--- src/rtl/top_level.sv ---
// Program #2 decryption engine: recovers LFSR seed and taps from a space preamble.
// Optional PARITY_CHECK_EN: marks bad-parity bytes 8'h80 and logs an error count to Core[255].

module data_mem (
    input  logic       clk_i,
    input  logic [7:0] rd_addr_i,
    output logic [7:0] rd_data_o,
    input  logic       we_i,
    input  logic [7:0] wr_addr_i,
    input  logic [7:0] wr_data_i
`ifdef PARITY_CHECK_EN
    ,
    input  logic       stat_we_i,
    input  logic [7:0] stat_data_i
`endif
);
    logic [7:0] Core [0:255];

    assign rd_data_o = Core[rd_addr_i];

    always_ff @(posedge clk_i) begin
        if (we_i) Core[wr_addr_i] <= wr_data_i;
`ifdef PARITY_CHECK_EN
        if (stat_we_i) Core[8'hFF] <= stat_data_i;
`endif
    end
endmodule

module top_level (
    input  logic Clk,
    input  logic Reset,
    input  logic Start,
    output logic Ack
);
    typedef enum logic [2:0] {
        IDLE, ARMED, LOAD, SEARCH, DECRYPT, DONE
    } state_t;

    function automatic logic [6:0] lfsr_step(input logic [6:0] s,
                                             input logic [6:0] p);
        return {s[5:0], ^(s & p)};
    endfunction

    function automatic logic [6:0] ptrn_of(input logic [3:0] j);
        case (j)
            4'd0:    return 7'h60;
            4'd1:    return 7'h48;
            4'd2:    return 7'h78;
            4'd3:    return 7'h72;
            4'd4:    return 7'h6A;
            4'd5:    return 7'h69;
            4'd6:    return 7'h5C;
            4'd7:    return 7'h7E;
            4'd8:    return 7'h7B;
            default: return 7'h60;
        endcase
    endfunction

    state_t     state_q, state_d;
    logic [5:0] cnt_q, cnt_d;
    logic [6:0] s_q, s_d;
    logic [6:0] p_q, p_d;
    logic [6:0] r_q [0:9];
    logic [6:0] r_d [0:9];

    logic [7:0] rd_data, wr_data;
    logic       we;
    logic [6:0] plain, cand, walk;
    logic       hit;
`ifdef PARITY_CHECK_EN
    logic [7:0] err_q, err_d;
    logic       stat_we;
`else
    logic       unused_bit7;
    assign unused_bit7 = rd_data[7];
`endif

    data_mem DM1 (
        .clk_i      (Clk),
        .rd_addr_i  ({2'b01, cnt_q}),
        .rd_data_o  (rd_data),
        .we_i       (we),
        .wr_addr_i  ({2'b00, cnt_q}),
        .wr_data_i  (wr_data)
`ifdef PARITY_CHECK_EN
        ,
        .stat_we_i  (stat_we),
        .stat_data_i(err_d)
`endif
    );

    // Candidate j must reproduce preamble states r[1..9] from seed r[0].
    always_comb begin
        cand = ptrn_of(cnt_q[3:0]);
        walk = r_q[0];
        hit  = 1'b1;
        for (int k = 1; k < 10; k++) begin
            walk = lfsr_step(walk, cand);
            if (walk != r_q[k]) hit = 1'b0;
        end
    end

    always_comb begin
        state_d = state_q;
        cnt_d   = cnt_q;
        s_d     = s_q;
        p_d     = p_q;
        r_d     = r_q;
        we      = 1'b0;
        plain   = rd_data[6:0] ^ s_q;
        wr_data = {1'b0, plain} + 8'h20;
`ifdef PARITY_CHECK_EN
        err_d   = err_q;
        stat_we = 1'b0;
`endif
        case (state_q)
            IDLE: begin
                if (Start) state_d = ARMED;
            end
            ARMED: begin
                if (!Start) begin
                    state_d = LOAD;
                    cnt_d   = '0;
`ifdef PARITY_CHECK_EN
                    err_d   = '0;
`endif
                end
            end
            LOAD: begin
                for (int k = 0; k < 10; k++)
                    if (cnt_q == 6'(k)) r_d[k] = rd_data[6:0];
                cnt_d = cnt_q + 6'd1;
                if (cnt_q == 6'd9) begin
                    state_d = SEARCH;
                    cnt_d   = '0;
                end
            end
            SEARCH: begin
                cnt_d = cnt_q + 6'd1;
                if (hit || r_q[0] == '0 || cnt_q == 6'd8) begin
                    state_d = DECRYPT;
                    cnt_d   = '0;
                    s_d     = r_q[0];
                    p_d     = hit ? cand : ptrn_of(4'd0);
                end
            end
            DECRYPT: begin
                we = 1'b1;
`ifdef PARITY_CHECK_EN
                if (rd_data[7] != ^rd_data[6:0]) begin
                    wr_data = 8'h80;
                    if (err_q != 8'hFF) err_d = err_q + 8'd1;
                end
                stat_we = (cnt_q == 6'd63);
`endif
                s_d   = lfsr_step(s_q, p_q);
                cnt_d = cnt_q + 6'd1;
                if (cnt_q == 6'd63) state_d = DONE;
            end
            DONE: begin
                if (Start) state_d = ARMED;
            end
            default: state_d = IDLE;
        endcase
    end

    always_ff @(posedge Clk or negedge Reset) begin
        if (!Reset) begin
            state_q <= IDLE;
            cnt_q   <= '0;
            s_q     <= '0;
            p_q     <= '0;
            for (int k = 0; k < 10; k++) r_q[k] <= '0;
`ifdef PARITY_CHECK_EN
            err_q   <= '0;
`endif
        end else begin
            state_q <= state_d;
            cnt_q   <= cnt_d;
            s_q     <= s_d;
            p_q     <= p_d;
            r_q     <= r_d;
`ifdef PARITY_CHECK_EN
            err_q   <= err_d;
`endif
        end
    end

    assign Ack = (state_q == DONE);
endmodule

--- config.mk ---
export PLATFORM = sky130hd
export DESIGN_NAME = top_level
export DESIGN_NICKNAME = d
export VERILOG_FILES = /design/src/rtl/top_level.sv
export SDC_FILE = /design/constraint.sdc
export NUM_CORES = 1
export LEC_CHECK = 0
export BUFFER_PORTS_ARGS = -buffer_cell sky130_fd_sc_hd__buf_4
export CAP_MARGIN = 40
export CORE_MARGIN = 8
export CORE_UTILIZATION = 40
export CTS_CLUSTER_SIZE = 30
export DETAILED_ROUTE_END_ITERATION = 12
export SLEW_MARGIN = 20
export SYNTH_ARGS = -nofsm -noshare
export SYNTH_HDL_FRONTEND = slang
export SYNTH_SLANG_ARGS = --single-unit
--- constraint.sdc ---
create_clock -name Clk -period 2.48 [get_ports Clk]
set_input_delay 0.124 -clock Clk [delete_from_list [all_inputs] [get_ports Clk]]
set_output_delay 0.124 -clock Clk [all_outputs]
set_load 0.02 [all_outputs]
# After elaboration in Yosys (flattened, before gate mapping)
# Memories as Yosys holds them, arrays and structs flattened.
# Index checks and enable logic that the tools add are counted.
[op_classes]
n_shift = 0
bitwise_logic = 11
order_cmp = 0
n_addsub = 2
eq_ne = 29
n_reduce_logical = 32
n_mux = 25
n_div = 0
mul = 0
[ops]
columns = ["op", "count"]
rows = [
  ["$and 7x7->7", 10],
  ["$reduce_xor 7->1", 10],
  ["$ne 7x7->1", 9],
  ["$reduce_and 2->1", 13],
  ["$eq 6x3->1 const B", 4],
  ["$pmux 6 s4", 1],
  ["$mux 6", 3],
  ["$mux 3", 5],
  ["$pmux 3 s5", 1],
  ["$mux 7", 2],
  ["$pmux 7 s2", 1],
  ["$eq 6x2->1 const B", 2],
  ["$eq 6x4->1 const B", 2],
  ["$mux 1", 12],
  ["$add 7x6->8 const B", 1],
  ["$ne 2x2->1 const B", 4],
  ["$logic_not 7->1", 1],
  ["$xor 7x7->7", 1],
  ["$add 6x1->6 const B", 1],
  ["$eq 3x2->1 const B", 2],
  ["$eq 3x3->1 const B", 2],
  ["$eq 6x1->1 const B", 1],
  ["$eq 6x6->1 const B", 1],
  ["$logic_not 6->1", 1],
  ["8 further kinds", 9],
]
[word_totals]
romBits = 96
inputBits = 3
latchBits = 0
n_memories = 2
elab_cells = 115
ram_bits = 2048
reg_bits = 93
[mem_list]
columns = ["name", "words", "word_bits", "read_ports", "rd_ports_with_merged_regs", "wr", "line", "text"]
rows = [
  ["DM1.Core", 256, 8, 1, 0, 1, "17", "logic [7:0] Core [0:255];"],
  ["(no name shown)", 16, 6, 1, 0, 0, "45", "case (j)"],
]

# Logic depth before layout (Yosys ltp)
# An unclocked memory read counts as a cell.
[logic_depth]
word_depth = 25
mapped_depth = 6
ltp_nobuf = 6

# Cells and area by module
# Synthesis repeated with hierarchy kept, for this count alone.
[hier_totals]
hier_cells = 4400
hier_area_um2 = 85801.0
[by_module_without_submodules]
columns = ["module", "cells_each", "seq_area_each_um2", "n_inst", "area_each_um2"]
rows = [
  ["data_mem", 3725, 61499.0, 1, 79396.1],
  ["top_level", 675, 2327.2, 1, 6404.9],
]

# Worst setup path before layout
# No wires, ideal clock.
[synth_timing]
path_kind = "register to register"
from = "reg cnt_q[1]"
to = "reg cnt_q[2]"
stages_incl_launch_ff = 7
path_buffers = 0
arrival_ns = 1.404
period_less_slack_ns = 1.533
slack_ns = 0.947
setup_ns = 0.129
path_cell_list = "dfrtp_1 inv_1 ha_1 nand2_1 or4_4 a221oi_4 nor2_1"
[synth_via]
elab_chain_len = 25
[synth_lines]
columns = ["element", "line", "text"]
rows = [
  ["start: declaration", "60", "logic [5:0] cnt_q, cnt_d;"],
  ["start signal: assignment", "179", "cnt_q <= cnt_d;"],
  ["$mem_v2 16x6", "--", ""],
  ["$and 7x7->7", "41", "return {s[5:0], ^(s & p)};"],
  ["$reduce_xor 7->1", "41", ""],
  ["$and 7x7->7", "41", ""],
  ["$reduce_xor 7->1", "41", ""],
  ["$and 7x7->7", "41", ""],
  ["$reduce_xor 7->1", "41", ""],
  ["$and 7x7->7", "41", ""],
  ["(+8 left out)", "--", ""],
  ["$reduce_xor 7->1", "41", ""],
  ["$and 7x7->7", "41", ""],
  ["$reduce_xor 7->1", "41", ""],
  ["$ne 7x7->1", "99", "if (walk != r_q[k]) hit = 1'b0;"],
  ["$mux 1", "99", ""],
  ["$logic_or 1x1->1 (2 in series)", "140", "if (hit || r_q[0] == '0 || cnt_q == 6'd8) begin"],
  ["$mux 6", "140", ""],
  ["$pmux 6 s4 (*)", "116", "case (state_q)"],
]
# Every way passes the cells marked *; elsewhere a longest branch is shown, timed or not.
# A chain may end at the register's enable or synchronous reset.

# Worst setup path in the final report
[layout_timing]
from = "reg cnt_q[1]"
to = "reg cnt_q[0]"
# Same word-level chain as after synthesis.

==> impl_metrics.csv <==
group,metric,value,unit
cts,cts_resized,0,
logic_synthesis,ys_types,25,
sta,hold_viol,0,
detailed_routing,drt_iter0_drc,9,
critical_path,cp.arrival,1.78,ns
logic_synthesis,synth_area,588,µm²
logic_synthesis,synth_compound_area_share,24.9,%
detailed_routing,vias,444,
logic_synthesis,synth-xor-area-share,5.96,%
cells_and_area,final_layout_size_suffix_gt1_share,15.4,%
logic_synthesis,synth-simple-area-share,19.1,%
global_routing,antenna_found_initial,0,
logic_synthesis,ys_ff_latch,9,
floorplanning,die_h,54.3,µm
cts,htreeDepth,1,
floorplanning,start_util,40.9,%
place,dp_hpwl,809,µm
critical_path,crit_path_end_kind,"register",
logic_synthesis,yosysWarnings,0,
job,max-cap-violations,0,
logic_synthesis,synth_adder_area_share,4.26,%
sta,period_minus_slack,1.67,ns
global_routing,grt_first_pass_wirelength,2.04,mm
global_routing,grt_max_degree,10,
cts,cts_buffers,3,
cts,clk_latency,0.26,ns
hold_path,hold_depth,3,
cts,cts.sinks,9,
floorplanning,core-area,0.00144,mm²
critical_path,start_kind,"register",
power,power.leakage,0.250,nW
logic_synthesis,synth_top_family_by_area,"compound AO/OA/AOI/OAI gates",
detailed_routing,drc,0,
power,p_clk_share,42.7,%
global_routing,grt.total_usage,9.58,%
sta,drv_slew,0,
sta,max_freq,0.600,GHz
sta,finalSetupViolations,0,
place,gp_congestion,0.789,
sta,tightest_slew,0.551,ns
floorplanning,chipWidth,54.3,µm
power,vdd_ir_drop_max,225,µV
logic_synthesis,synthMuxAreaShare,1.70,%
detailed_routing,post_drt_wl_per_cell,13.0,µm
floorplanning,dieArea,0.00295,mm²
sta,rsz0062_at_grt,"false",
critical_path,crit_required,2.60,ns
power,power.density,417,mW/mm²
cts,clk_pin_slew,0.07,ns
global_routing,grt_overflow,0,
hold_path,hp-class,"primary input to register",
sta,slew_headroom,63.1,%
sta,fin_hold_ws,0.178,ns
power,combPwrFrac,3.0,%
detailed_routing,avgViaCountPerCell,5.48,
critical_path,crit_fanout,4,
sta,setup_tns,0,ns
cells_and_area,antenna_cells,0,
logic_synthesis,synth-seq-area-share,38.3,%
power,intPower,0.213,mW
cts,clk_path_buf_depth,2,
critical_path,ff2ff_path_depth,6,
detailed_routing,first_pass_iters,4,
cts,root_buffer,"clkbuf_4",
cells_and_area,final_nets,71,
sta,fin_crit_sh,67.2,%
cts,cts_tree,"done",
power,swShare,21.3,%
logic_synthesis,synthesis.instances,59,
detailed_routing,ant_nets,0,
detailed_routing,totalWireLength,1.05,mm
logic_synthesis,syn_area_per_cell,9.97,µm²
power,seq_power_share,54.3,%
sta,skew,0.00606,ns
place,io_buffers,3,
cells_and_area,syn_to_final_growth,10.2,%
status,outcome,"completed",
floorplanning,io_pins,4,
floorplanning,rows,14,
logic_synthesis,synth_nets,64,
critical_path,path_class,"register to register",
power,p_sw,0.0577,mW
global_routing,grt_pass1_vias,457,
final timing paths:
check | start | to | slack (ns)
min in group asynchronous | Reset | cnt_q[3]$_DFFE_PN0P_ | 0.22
hold reg to reg | state_q[1]$_DFFE_PN0P_ | state_q[0]$_DFFE_PN0P_ | 0.57
hold / removal | Start | state_q[1]$_DFFE_PN0P_ | 0.18
setup reg to reg | cnt_q[1]$_DFFE_PN0P_ | cnt_q[0]$_DFFE_PN0P_ | 0.81
setup / recovery | cnt_q[1]$_DFFE_PN0P_ | cnt_q[0]$_DFFE_PN0P_ | 0.81
max in group asynchronous | Reset | state_q[0]$_DFFE_PN0P_ | 2.11
layout make-up:
type	count	area [µm²]
Inverter	4	15.0
Clock buffer	4	26.3
Multi-Input combinational cell	44	329
Sequential cell	9	225
Tap cell	16	20.0
Timing Repair Buffer	4	32.5
Fill cell	143	788
cells in the mapped netlist:
cell	number	area share [%]
dfrtp_1	9	38
nor2_1	7	4.5
nand2_1	6	3.8
inv_1	4	2.6
nand3_1	4	3.4
xnor2_1	4	6.0
a211oi_1	3	3.8
a21oi_1	3	2.6
ha_1	2	4.3
o32ai_1	2	3.0
a2111oi_4	1	4.7
a21o_1	1	1.3
a221oi_4	1	4.5
a22o_1	1	1.5
and3_1	1	1.1
buf_4	1	1.3
buf_6	1	1.9
mux2i_1	1	1.7
nand2b_4	1	2.3
nor2b_1	1	1.1
o21a_1	1	1.3
o21ai_0	1	0.85
o311ai_0	1	1.5
or3_1	1	1.1
or4_4	1	1.9
metal layers:
layer  wire length [µm]  track usage (%)
met1                527             12.7
met2                468             12.6
met3                 36             3.26
met4                 21             6.56
met5                  0                0
sequential cells by signal, summed over array words and instances (netlist names):
signal and flops:
cnt_q 6, state_q 3
cells in the final DEF (no fill, tap or decap), drive strengths merged:
cell type and n:
dfrtp 9, nor2 7, nand2 6, inv 4, nand3 4, xnor2 4
clkbuf 4, a21oi 3, a211oi 3, buf 3, o32ai 2, ha 2
and3 1, or3 1, nor2b 1, a22o 1, nand2b 1, or4 1
a221oi 1, o21a 1, a2111oi 1, o21ai 1, mux2i 1, a21o 1
o311ai 1, dlygate4sd3 1
through the flow:
step / instance area (µm²) / std cells / utilization, % / power, mW / setup WS, ns
after global routing: 648 / 81 / 45.1 / 0.284 / 0.687
after CTS: 648 / 81 / 45.1 / 0.272 / 0.794
after floorplan: 588 / 59 / - / 0.150 / 0.947
after detailed placement: 612 / 76 / 42.6 / 0.157 / 0.797
final: 648 / 81 / 45.1 / 0.270 / 0.814
after global placement: 612 / 76 / 42.6 / 0.157 / 0.831
worst max-delay path: stages, from the launching register on:
cell and delay [ns]:
dfrtp_1 0.41, inv_1 0.09, ha_1 0.15, nand2_1 0.06, or4_4 0.46, a21oi_1 0.23, o311ai_0 0.13
power by group through the flow:
stage	clock network [mW]	registers (mW)	logic [mW]
final	0.116	0.147	0.00811
after detailed placement	0	0.150	0.00707
after floorplan	0	0.150	0.000787
after global placement	0	0.150	0.00712
after global routing	0.129	0.147	0.00907
after CTS	0.117	0.147	0.00833
what timing repair did:
| action | in CTS | in global routing |
|---|---|---|
| hold buffers | 1 | 0 |
| setup buffers | 0 | 0 |
| endpoints found under the hold margin | 9 | 0 |
cell families after synthesis:
group	after synthesis
adder cells (fa/ha/maj)	2
AND/OR/NAND/NOR	22
multiplexers	1
XOR/XNOR	4
AO/OA/AOI/OAI	15
flip-flops	9
buffers and inverters	6
Power figures use the tool's default switching activity.
